## src/rtl/lfsr_pkg.sv

```systemverilog
// Shared definitions for the LFSR sequencer.
//   state_e      : sequencer FSM states
//   MAX_NUM_BITS : widest supported LFSR
//   lfsr_taps()  : XNOR feedback tap mask for a given LFSR width (bit k-1 = tap k)
//   lfsr_period(): maximal-length period 2^n-1 for a given LFSR width
package lfsr_pkg;

    localparam int unsigned MAX_NUM_BITS = 32;
    localparam int unsigned PERIOD_W     = MAX_NUM_BITS + 1;

    typedef enum logic [1:0] {
        IDLE = 2'd0,
        SEED = 2'd1,
        RUN  = 2'd2,
        DONE = 2'd3
    } state_e;

    // Maximal-length XNOR tap sets for widths 3..32.
    function automatic logic [MAX_NUM_BITS-1:0] lfsr_taps(input int unsigned n);
        logic [MAX_NUM_BITS-1:0] taps;
        case (n)
            3:       taps = 32'h0000_0006;
            4:       taps = 32'h0000_000C;
            5:       taps = 32'h0000_0014;
            6:       taps = 32'h0000_0030;
            7:       taps = 32'h0000_0060;
            8:       taps = 32'h0000_00B8;
            9:       taps = 32'h0000_0110;
            10:      taps = 32'h0000_0240;
            11:      taps = 32'h0000_0500;
            12:      taps = 32'h0000_0829;
            13:      taps = 32'h0000_100D;
            14:      taps = 32'h0000_2015;
            15:      taps = 32'h0000_6000;
            16:      taps = 32'h0000_D008;
            17:      taps = 32'h0001_2000;
            18:      taps = 32'h0002_0400;
            19:      taps = 32'h0004_0023;
            20:      taps = 32'h0009_0000;
            21:      taps = 32'h0014_0000;
            22:      taps = 32'h0030_0000;
            23:      taps = 32'h0042_0000;
            24:      taps = 32'h00E1_0000;
            25:      taps = 32'h0120_0000;
            26:      taps = 32'h0200_0023;
            27:      taps = 32'h0400_0013;
            28:      taps = 32'h0900_0000;
            29:      taps = 32'h1400_0000;
            30:      taps = 32'h2000_0029;
            31:      taps = 32'h4800_0000;
            32:      taps = 32'h8020_0003;
            default: taps = 32'h0000_0006;
        endcase
        return taps;
    endfunction

    // Period of a maximal-length n-bit LFSR.
    function automatic logic [MAX_NUM_BITS-1:0] lfsr_period(input int unsigned n);
        logic [PERIOD_W-1:0] one;
        logic [PERIOD_W-1:0] p;
        one = PERIOD_W'(1);
        p   = one << n;
        return MAX_NUM_BITS'(p - one);
    endfunction

endpackage

```

## src/rtl/lfsr_seq_ctrl_lfsr.sv

```systemverilog
// XNOR-feedback Fibonacci LFSR with synchronous seed load.
//   i_Clk, i_Rst_L : clock, async active-low reset (register clears to 0)
//   i_Enable       : step (or load, when i_Seed_DV) on this edge
//   i_Seed_DV      : load i_Seed_Data instead of shifting
//   i_Seed_Data    : seed value; also the reference for o_LFSR_Done
//   o_LFSR_Data    : current LFSR word
//   o_LFSR_Done    : current word equals i_Seed_Data
module lfsr_seq_ctrl_lfsr
    import lfsr_pkg::*;
#(
    parameter int unsigned NUM_BITS = 3
) (
    input  logic                i_Clk,
    input  logic                i_Rst_L,
    input  logic                i_Enable,
    input  logic                i_Seed_DV,
    input  logic [NUM_BITS-1:0] i_Seed_Data,
    output logic [NUM_BITS-1:0] o_LFSR_Data,
    output logic                o_LFSR_Done
);

    localparam logic [NUM_BITS-1:0] TAPS = NUM_BITS'(lfsr_taps(NUM_BITS));

    logic [NUM_BITS-1:0] lfsr_q;
    logic                feedback;

    // XNOR of all tapped bits; all-ones is the lockup state.
    assign feedback = ~^(lfsr_q & TAPS);

    // Shift register: load seed or shift left inserting feedback.
    always_ff @(posedge i_Clk or negedge i_Rst_L) begin
        if (!i_Rst_L) begin
            lfsr_q <= '0;
        end else if (i_Enable) begin
            if (i_Seed_DV) begin
                lfsr_q <= i_Seed_Data;
            end else begin
                lfsr_q <= {lfsr_q[NUM_BITS-2:0], feedback};
            end
        end
    end

    assign o_LFSR_Data = lfsr_q;
    assign o_LFSR_Done = (lfsr_q == i_Seed_Data);

endmodule

```

## src/rtl/lfsr_seq_ctrl.sv

```systemverilog
// Command-driven sequencer around one LFSR: accepts {seed, count}, seeds the
// LFSR, then streams exactly count words with backpressure. The LFSR steps
// only when a word is accepted downstream.
// Optional feature macro: LFSR_PERIOD_CHECK_EN adds o_Period_Err, a sticky
// flag set when the distance from the first word to the first wrap word is
// not 2^NUM_BITS-1.
//   i_Clk, i_Rst_L          : clock, async active-low reset
//   i_Cmd_DV / o_Cmd_Ready  : command handshake (ready only in IDLE)
//   i_Cmd_Seed, i_Cmd_Count : command payload, latched on accept
//   o_Out_DV / i_Out_Ready  : output word handshake
//   o_Out_Data              : current LFSR word
//   o_Out_Wrap              : word equals seed and is not the first word
//   o_Busy                  : not IDLE
//   o_Done                  : one-cycle pulse on command completion
//   o_Seed_Fix              : one-cycle pulse, all-ones seed replaced by zero
//   o_Period_Err            : (LFSR_PERIOD_CHECK_EN only) sticky period error
module lfsr_seq_ctrl
    import lfsr_pkg::*;
#(
    parameter int unsigned NUM_BITS = 3,
    parameter int unsigned CNT_BITS = 16
) (
    input  logic                i_Clk,
    input  logic                i_Rst_L,
    input  logic                i_Cmd_DV,
    output logic                o_Cmd_Ready,
    input  logic [NUM_BITS-1:0] i_Cmd_Seed,
    input  logic [CNT_BITS-1:0] i_Cmd_Count,
    output logic                o_Out_DV,
    input  logic                i_Out_Ready,
    output logic [NUM_BITS-1:0] o_Out_Data,
    output logic                o_Out_Wrap,
    output logic                o_Busy,
    output logic                o_Done,
    output logic                o_Seed_Fix
`ifdef LFSR_PERIOD_CHECK_EN
    ,
    output logic                o_Period_Err
`endif
);

    state_e              state_q;
    state_e              state_d;
    logic                cmd_accept;
    logic                out_accept;
    logic                seed_is_lock;
    logic                lfsr_seed_dv;
    logic                lfsr_enable;
    logic                lfsr_done;
    logic [NUM_BITS-1:0] lfsr_data;
    logic [NUM_BITS-1:0] seed_q;
    logic [CNT_BITS-1:0] cnt_q;
    logic                first_q;

    // Next-state and LFSR control.
    always_comb begin
        state_d      = state_q;
        cmd_accept   = o_Cmd_Ready && i_Cmd_DV;
        out_accept   = o_Out_DV && i_Out_Ready;
        seed_is_lock = (i_Cmd_Seed == '1);
        lfsr_seed_dv = 1'b0;
        lfsr_enable  = out_accept;
        case (state_q)
            IDLE: begin
                if (cmd_accept) begin
                    state_d = (i_Cmd_Count == '0) ? DONE : SEED;
                end
            end
            SEED: begin
                lfsr_seed_dv = 1'b1;
                lfsr_enable  = 1'b1;
                state_d      = RUN;
            end
            RUN: begin
                if (out_accept && (cnt_q == CNT_BITS'(1))) begin
                    state_d = DONE;
                end
            end
            DONE: begin
                state_d = IDLE;
            end
            default: begin
                state_d = IDLE;
            end
        endcase
    end

    // State register; status outputs are registered decodes of the next state.
    always_ff @(posedge i_Clk or negedge i_Rst_L) begin
        if (!i_Rst_L) begin
            state_q     <= IDLE;
            o_Cmd_Ready <= 1'b1;
            o_Busy      <= 1'b0;
            o_Out_DV    <= 1'b0;
            o_Done      <= 1'b0;
            o_Seed_Fix  <= 1'b0;
        end else begin
            state_q     <= state_d;
            o_Cmd_Ready <= (state_d == IDLE);
            o_Busy      <= (state_d != IDLE);
            o_Out_DV    <= (state_d == RUN);
            o_Done      <= (state_d == DONE);
            o_Seed_Fix  <= cmd_accept && seed_is_lock;
        end
    end

    // Command payload, remaining-word counter and first-word marker.
    always_ff @(posedge i_Clk or negedge i_Rst_L) begin
        if (!i_Rst_L) begin
            seed_q  <= '0;
            cnt_q   <= '0;
            first_q <= 1'b0;
        end else begin
            if (cmd_accept) begin
                seed_q <= seed_is_lock ? '0 : i_Cmd_Seed;
                cnt_q  <= i_Cmd_Count;
            end else if (out_accept) begin
                cnt_q <= cnt_q - CNT_BITS'(1);
            end
            if (state_q == SEED) begin
                first_q <= 1'b1;
            end else if (out_accept) begin
                first_q <= 1'b0;
            end
        end
    end

    // Seed stays on the LFSR for the whole command so o_LFSR_Done marks wraps.
    lfsr_seq_ctrl_lfsr #(
        .NUM_BITS (NUM_BITS)
    ) u_lfsr (
        .i_Clk       (i_Clk),
        .i_Rst_L     (i_Rst_L),
        .i_Enable    (lfsr_enable),
        .i_Seed_DV   (lfsr_seed_dv),
        .i_Seed_Data (seed_q),
        .o_LFSR_Data (lfsr_data),
        .o_LFSR_Done (lfsr_done)
    );

    assign o_Out_Data = lfsr_data;
    assign o_Out_Wrap = lfsr_done && !first_q && o_Out_DV;

`ifdef LFSR_PERIOD_CHECK_EN
    localparam logic [NUM_BITS-1:0] PERIOD = NUM_BITS'(lfsr_period(NUM_BITS));

    logic [NUM_BITS-1:0] period_cnt_q;
    logic                period_checked_q;

    // Accepts from the first word up to the first wrap word, checked once per command.
    always_ff @(posedge i_Clk or negedge i_Rst_L) begin
        if (!i_Rst_L) begin
            period_cnt_q     <= '0;
            period_checked_q <= 1'b0;
            o_Period_Err     <= 1'b0;
        end else if (state_q == SEED) begin
            period_cnt_q     <= '0;
            period_checked_q <= 1'b0;
        end else if (o_Out_DV && !period_checked_q) begin
            if (o_Out_Wrap) begin
                period_checked_q <= 1'b1;
                if (period_cnt_q != PERIOD) begin
                    o_Period_Err <= 1'b1;
                end
            end else if (out_accept) begin
                period_cnt_q <= period_cnt_q + NUM_BITS'(1);
            end
        end
    end
`else
    // Period checker not built.
`endif

endmodule

```

## config.mk

```make
export PLATFORM = sky130hd
export DESIGN_NAME = lfsr_seq_ctrl
export DESIGN_NICKNAME = d
export VERILOG_FILES = /design/src/rtl/lfsr_pkg.sv /design/src/rtl/lfsr_seq_ctrl_lfsr.sv /design/src/rtl/lfsr_seq_ctrl.sv
export SDC_FILE = /design/constraint.sdc
export NUM_CORES = 1
export LEC_CHECK = 0
export ABC_AREA = 0
export CAP_MARGIN = 20
export CORE_ASPECT_RATIO = 1.25
export CORE_MARGIN = 4
export CORE_UTILIZATION = 55
export DETAILED_ROUTE_END_ITERATION = 10
export PLACE_DENSITY = 0.88
export SLEW_MARGIN = 20
export SYNTH_ARGS = -nofsm -noshare
export SYNTH_HDL_FRONTEND = slang
export SYNTH_SLANG_ARGS = --single-unit
export TNS_END_PERCENT = 1
```

## constraint.sdc

```tcl
create_clock -name i_Clk -period 3.11 [get_ports i_Clk]
set_input_delay 0.4665 -clock i_Clk [delete_from_list [all_inputs] [get_ports i_Clk]]
set_output_delay 0.4665 -clock i_Clk [all_outputs]
set_load 0.02 [all_outputs]
```

# Word-level counts from Yosys, hierarchy flattened
# Cells that the tools add are included.
# totals
register_bits	30
inputBits	23
elab_cells	45
# op_classes
addsub	1
eq_ne	8
n_mux	12
reduce_logical	14
# ops
operator	n
$mux 16	2
$eq 16x1->1 const B	1
$logic_not 16->1	1
$sub 16x1->16 const B	1
$eq 2x2->1 const B	4
$pmux 2 s4	1
$logic_and 1x1->1	6
$mux 2	3
$mux 3	2
$reduce_bool 2->1	3
$logic_not 2->1	2
$mux 1	4
$eq 3x3->1	1
$eq 3x3->1 const B	1
$reduce_xnor 3->1	1
$eq 2x1->1 const B	1
$logic_not 1->1	1

# Logic depth before layout (Yosys ltp)
# Gate-level depths: netlist (run 1).
# depth
word_depth	5
mapped_depth	7
mapped_depth_nobuf	7

# Hierarchy
# Synthesis (run 1) repeated with hierarchy kept, for this count alone.
# unflattened
cells_unflattened	170
hier_area_um2	1642.8
# by_module_without_submodules
mod	instances	cells_each	area_each_um2
lfsr_seq_ctrl	1	152	1466.4
lfsr_seq_ctrl_lfsr	1	18	176.4

# Worst setup path before layout (run 1)
# OpenSTA, ideal clock, no wires.
# synth_path
path_kind	reg-to-reg
start	register cnt_q[7]
end	register cnt_q[15]
setup_time_ns	0.082
arrival_ns	1.640
required_time_ns	3.028
slack_ns	1.388
path_stages_with_launch	4
synth_period_minus_slack_ns	1.722
path_cell_list	dfrtp_1 > or4_4 > or4_1 > a31oi_1
# synth_via
elab_chain_cells	3
# synth_lines
element	line_no	source
start: declaration	lfsr_seq_ctrl.sv:52	logic [CNT_BITS-1:0] cnt_q;
start signal: assignment	lfsr_seq_ctrl.sv:116	cnt_q <= i_Cmd_Count;
start signal: assignment	lfsr_seq_ctrl.sv:118	cnt_q <= cnt_q - CNT_BITS'(1);
$sub 16x1->16	lfsr_seq_ctrl.sv:118	
$mux 16	lfsr_seq_ctrl.sv:117	end else if (out_accept) begin
$mux 16	lfsr_seq_ctrl.sv:114	if (cmd_accept) begin
# No other way between the ends. The select of a mux whose other input is x is not followed.
# A chain may end at the register's enable or synchronous reset.

# Worst setup path after layout (run 1)
# layout_path
start	register seed_q[1]
end	output port o_Out_Wrap
# layout_via
elab_chain_cells	3
# layout_lines
element	line_no	source
start: declaration	lfsr_seq_ctrl.sv:51	logic [NUM_BITS-1:0] seed_q;
start signal: assignment	lfsr_seq_ctrl.sv:115	seed_q <= seed_is_lock ? '0 : i_Cmd_Seed;
$eq 3x3->1	lfsr_seq_ctrl_lfsr.sv:44	assign o_LFSR_Done = (lfsr_q == i_Seed_Data);
$logic_and 1x1->1 (2 in a row)	lfsr_seq_ctrl.sv:142	assign o_Out_Wrap = lfsr_done && !first_q && o_Out_DV;
end: declaration	lfsr_seq_ctrl.sv:32	output logic o_Out_Wrap,
# No other way between the ends.

==> flow_summary.toml, run 1 <==
[outcome]
outcome = "finished clean"

[synth]
synthMuxAreaShare_pct = 1.24
synthSimpleGateAreaFrac_pct = 25.8
synth_xor_area_share_pct = 9.20
yosys-top-cells-count = "dfrtp_1, nor2_1, a21oi_1, nand2_1, xor2_1"
synth_top_cell_area_share_pct = 44.9
synth_nets = 201
synth-seq-area-share_pct = 46.5
synth_edf_count = 0
syn_area_per_cell_sq_um = 9.35
synthAdderAreaFrac_pct = 3.87
synth.ff_latch_count = 30
yosysWarnings = 0
synth-main-ff-cell = "dfrtp_1"
synth_compound_area_share_pct = 10.9
netlist_area_sq_um = 1620
synth_cell_types = 35
yosysTopAreaCell = "dfrtp_1"
netlist_instances = 173
yosysMostFrequentCell = "dfrtp_1"
ys_async_sr_fraction_pct = 100
synth_area_leaders = "dfrtp_1, nor2_1, a21oi_1"
synth_top_family_by_area = "simple AND/OR/NAND/NOR gates"

[grt]
grt_antenna_before_repair = 0
grt_util_met1_pct = 23.2
grt_first_pass_wirelength_um = 6410
use_met2_pct = 38.6
met3_usage_pct = 7.64
gr-max-usage-layer = "met2"
grt_pass1_vias = 1460
globalRouteTotalUtil_pct = 21.8
overflow = 0
grt_max_degree = 31

[sta]
finClkSkew_ns = 0.00660
worst-slew-pin-transition_ns = 0.570
setup_tns_ns = 0
worst_slack_ns = 0.869
fmax_mhz = 446
slew_headroom_pct = 61.7
hold_violations = 0
fin_crit_ns = 2.24
setup_violations = 0
slew_violations = 0
rsz0062_at_grt = "false"
fin_crit_sh_pct = 72.1

[finish]
multi_input_area_sq_um = 825
n_fill_cell = 210
ff_latch_area_sq_um = 752
final_nets = 236
layout-drive-gt1-share_pct = 6.73
n_antenna_cell = 0
area_growth_pct = 24.4

[placement]
dp_slack_ns = 0.963
globalplace.congestion = 0.879
dp_hpwl_um = 2800
io_buffers = 31

[setup_path]
worstSetupPathType = "reg -> out"
reg2reg_setup_slack_ns = 1.28
cp_data_arrival_time_ns = 1.77
critPathMaxFanout = 3
slowest_delay_ns = 0.63
cp-end-kind = "output port"
crit_chain = "xnor2_1, nand3b_1, nor3_1, clkdlybuf4s50_1"
critPathLaunchType = "flop"
cp_slowest_cell = "clkdlybuf4s50_1"
required_ns = 2.64

[clocking]
cts_tree = "done"
clk_latency_ns = 0.33
ctsResizeCount = 0
cts_hold_buffers = 0
cts_sinks = 30
cts_setup_buffers = 0
clk_pin_slew_worst_paths_ns = 0.09
clk_path_buf_depth = 2
root_buffer = "clkbuf_4"
htree_levels = 2
cts_made_buffers = 5

[drt]
drtAntennaViolNets = 0
wl_per_cell_um = 15.3
via_count = 1386
via_per_inst = 5.73
drcViolationCount = 0
drt_iter0_drc = 22
dr.pass1.iters = 4
wirelength_um = 3710

[floorplanning]
die-height_um = 68.6
rows = 21
start_util_pct = 58.6
fp.dieArea_sq_um = 3880
die_w_um = 56.5
io_pins = 32
core_sq_um = 2760

[min_path]
hold_class = "reg -> reg"

[power]
p_per_area_nw_per_um2 = 835
leakagePower_nw = 0.807
max-vdd-ir-drop_mv = 0.560

[flow_run]
maxCapViolCount = 0
final cells by class:
type,count,area share (%)
Timing Repair Buffer,33,16.2
Clock buffer,7,2.24
Multi-Input combinational cell,132,41.0
Tap cell,34,2.11
Inverter,6,1.12
Sequential cell,30,37.4
path summary, 6_finish.rpt:
| path | start | end | cells after the start |
|---|---|---|---|
| setup / recovery | seed_q[1] | o_Out_Wrap | 4 |
| hold / removal | first_q | first_q | 1 |
| setup reg to reg | cnt_q[3] | cnt_q[15] | 4 |
| hold reg to reg | first_q | first_q | 1 |
| max in group asynchronous | i_Rst_L | o_Cmd_Ready | 2 |
| min in group asynchronous | i_Rst_L | cnt_q[13] | 2 |
sequential cells by signal, summed over array words and instances (netlist names):
register / flops
u_lfsr.o_LFSR_Data: 3
state_q: 2
o_Busy: 1
o_Seed_Fix: 1
o_Cmd_Ready: 1
first_q: 1
o_Out_DV: 1
o_Done: 1
seed_q: 3
cnt_q: 16
layout by cell type, fill, tap and decap left out, types with 2 or more instances in the layout:
cell,synthesis,layout
nor4_1,6,6
ha_1,5,5
nor4_2,3,3
nor2_1,25,25
clkdlybuf4s50_1,0,31
and3b_1,2,2
dfrtp_1,29,29
nand4_1,4,4
nor3_1,4,4
xor2_1,10,10
a21oi_1,18,18
inv_1,5,5
clkbuf_1,4,2
o21ai_1,6,6
xnor2_1,7,7
clkbuf_4,0,5
nand3_1,4,4
or4_1,3,3
buf_4,0,2
nand2_1,16,16
mux2i_1,2,2
a31oi_1,4,4
per-stage QoR:
| step | hold slack, ns | instance area (sq um) | util, % | std cells | power [W] |
|---|---|---|---|---|---|
| 3_5_place_dp | 0.462 | 1970 | 71.3 | 235 | 0.00147 |
| 6_report | 0.478 | 2010 | 72.9 | 242 | 0.00168 |
| 5_1_grt | 0.529 | 2010 | 72.9 | 242 | 0.00182 |
| 3_3_place_gp | 0.453 | 1970 | 71.3 | 235 | 0.00143 |
| 4_1_cts | 0.482 | 2010 | 72.9 | 242 | 0.00169 |
| 2_1_floorplan | 0.171 | 1620 | - | 173 | 0.00121 |
routing by layer:
layer | up-vias | share of wire [%]
met5 | - | 0
met4 | 0 | 2.7
met3 | 10 | 5.3
met2 | 34 | 52
met1 | 663 | 40
li1 | 679 | -
cells by family after synthesis:
kind of cell               after synthesis
DFF                                     30
and+or+nand+nor                         76
xor gates and xnor gates                17
buffers and inverters                   11
adders and majority gates                5
AOI/OAI and AO/OA                       32
muxes                                    2
power by group:
part | total [W] | switching (W) | internal (W)
Sequential | 0.000780 | 0.000206 | 0.000574
Combinational | 0.000689 | 0.000364 | 0.000325
Clock | 0.000211 | 0.000126 | 0.0000851
Total | 0.00168 | 0.000696 | 0.000985
critical path: cells and delay by family (launching register included):
kind	cells	cell delay, ns
AND/OR/NAND/NOR	2	0.22
buffers and inverters	1	0.63
XOR/XNOR	1	0.16
flip-flops	1	0.43
Power figures use the tool's default switching activity.
==> run 2, diff against run 1 <==
--- a/config.mk
+++ b/config.mk
@@ -9,9 +9,9 @@
 export CAP_MARGIN = 20
 export CORE_ASPECT_RATIO = 1.25
 export CORE_MARGIN = 4
-export CORE_UTILIZATION = 55
+export CORE_UTILIZATION = 51
 export DETAILED_ROUTE_END_ITERATION = 10
-export PLACE_DENSITY = 0.88
+export PLACE_DENSITY = 0.83
 export SLEW_MARGIN = 20
 export SYNTH_ARGS = -nofsm -noshare
 export SYNTH_HDL_FRONTEND = slang
==> constraint.sdc (replaced) <==
create_clock -name i_Clk -period 2.3 [get_ports i_Clk]
set_input_delay 0.345 -clock i_Clk [delete_from_list [all_inputs] [get_ports i_Clk]]
set_output_delay 0.345 -clock i_Clk [all_outputs]
set_load 0.02 [all_outputs]
==> flow_summary.toml, run 2 (synthesized netlist as in run 1, its figures left out) <==
[outcome]
outcome = "finished clean"

[power]
max-vdd-ir-drop_mv = 0.772
leakagePower_nw = 0.822
p_per_area_nw_per_um2 = 1140
p_sw_share_pct = 41.1
power_frac_seq_pct = 44.8
cellInternalPower_w = 0.00137
total_power_w = 0.00232
clock_power_share_pct = 14.4
p_switching_w = 0.000953
pwr-share-comb_pct = 40.8

[finish]
area_growth_pct = 25.9
final_cell_mix = "clkdlybuf4s50_1, dfrtp_1, nor2_1, a21oi_1, nand2_1"
stdcell_count = 246
final_nets = 237
n_antenna_cell = 0
final_common_cell = "clkdlybuf4s50_1"
largest_register_ffs = 16
layout-drive-gt1-share_pct = 8.10
regMostFlops = "cnt_q"
n_fill_cell = 251

[placement]
place_inst = 238
globalplace.congestion = 0.821
dp_hpwl_um = 2750
dp_slack_ns = 0.362
io_buffers = 31

[setup_path]
worstSetupPathType = "reg -> out"
required_ns = 1.96
critPathLaunchType = "flop"
critPathMaxFanout = 5
cp_slowest_cell = "clkdlybuf4s50_1"
cp-end-kind = "output port"
slowest_delay_ns = 0.64
cp_data_arrival_time_ns = 1.82
crit_chain = "xnor2_1, nand3b_1, nor3_1, clkdlybuf4s50_1"

[sta]
hold_slack_ns = 0.381
fin_crit_ns = 2.16
fmax_mhz = 462
setup_tns_ns = 0
fin_crit_sh_pct = 94.1
rsz0062_at_grt = "false"
worst_slack_ns = 0.136
slew_violations = 0
setup_violations = 0
worst-slew-pin-transition_ns = 0.669
hold_violations = 0
slew_headroom_pct = 55.0
finClkSkew_ns = 0.00489

[clocking]
cts_setup_buffers = 0
root_buffer = "clkbuf_4"
cts_hold_buffers = 0
ctsResizeCount = 0
cts_sinks = 30
cts_tree = "done"
cts_made_buffers = 5
clk_pin_slew_worst_paths_ns = 0.10
clk_path_buf_depth = 2
htree_levels = 2
clk_latency_ns = 0.33

[grt]
grt_pass1_vias = 1395
globalRouteTotalUtil_pct = 19.7
grt_antenna_before_repair = 0
grt_max_degree = 31
overflow = 0
grt_first_pass_wirelength_um = 6240

[drt]
drt_iter0_drc = 78
wirelength_um = 3660
via_count = 1399
drcViolationCount = 0
wl_per_cell_um = 14.9
dr.pass1.iters = 4
via_per_inst = 5.69
drtAntennaViolNets = 0

[floorplanning]
fp.dieArea_sq_um = 4140
io_pins = 32
start_util_pct = 53.9
die_w_um = 58.4
core_sq_um = 3000
rows = 22
die-height_um = 71.0

[min_path]
hold_class = "in -> async"

[flow_run]
maxCapViolCount = 0
-- run 2: cell types whose count changed in the layout (fill, tap and decap cells not counted), sizes merged --
| cell | change |
|---|---|
| buf | +1 |
| clkinv | +1 |
-- run 2: critical path, delay by kind of cell, from the launching register on --
kind,cells,cell delay (ns)
simple gates,2,0.23
buf+inv,1,0.64
xor+xnor,1,0.16
flops,1,0.46
-- run 2: final cells by class --
type / instances / area [sq um] / share of cell area [%]
multi-input cells: 132 / 825 / 40.5
flip-flops and latches: 30 / 752 / 36.9
repair buffers: 34 / 333 / 16.3
clock buffers: 7 / 55.1 / 2.70
well taps: 36 / 45.0 / 2.21
inverters: 6 / 22.5 / 1.11
clock inverters: 1 / 5.00 / 0.246
-- run 2: power by group through the flow --
stage	sequential (W)	combinational, W	clock, W
2_1_floorplan	0.00105	0.000591	0
3_3_place_gp	0.00103	0.000906	0
3_5_place_dp	0.00104	0.000945	0
4_1_cts	0.00103	0.000954	0.000340
5_1_grt	0.00108	0.00106	0.000373
6_report	0.00104	0.000945	0.000335
-- run 2: worst paths after layout --
path	from	end	slack (ns)	cells after the start
setup / recovery	u_lfsr.o_LFSR_Data[1]	o_Out_Wrap	0.14	4
min in group i_Clk	first_q	first_q	0.48	1
setup reg to reg	cnt_q[3]	cnt_q[15]	0.36	4
max in group asynchronous	i_Rst_L	o_Cmd_Ready	1.59	2
hold reg to reg	first_q	first_q	0.48	1
hold / removal	i_Rst_L	cnt_q[6]	0.38	2
-- run 2: per-layer routing --
metal / GRT usage (%) / vias up / routed length [um]
li1: - / 683 / -
met1: 22.7 / 668 / 1460
met2: 30.4 / 37 / 1810
met3: 9.12 / 11 / 281
met4: 9.54 / 0 / 104
met5: 0 / - / 0
-- run 2: metrics by stage --
stage	instance area (sq um)	util (%)
global placement	1980	65.9
finish	2040	67.9
global route	2040	67.9
detailed placement	1980	65.9
floorplan	1620	-
CTS	2040	67.9
==> run 3, diff against run 2 <==
--- a/config.mk
+++ b/config.mk
@@ -12,6 +12,7 @@
 export CORE_UTILIZATION = 51
 export DETAILED_ROUTE_END_ITERATION = 10
 export PLACE_DENSITY = 0.83
+export SKIP_CTS_REPAIR_TIMING = 1
 export SLEW_MARGIN = 20
 export SYNTH_ARGS = -nofsm -noshare
 export SYNTH_HDL_FRONTEND = slang
==> results of run 3 <==
No change in the layout: final DEF, timing and power equal those of run 2.
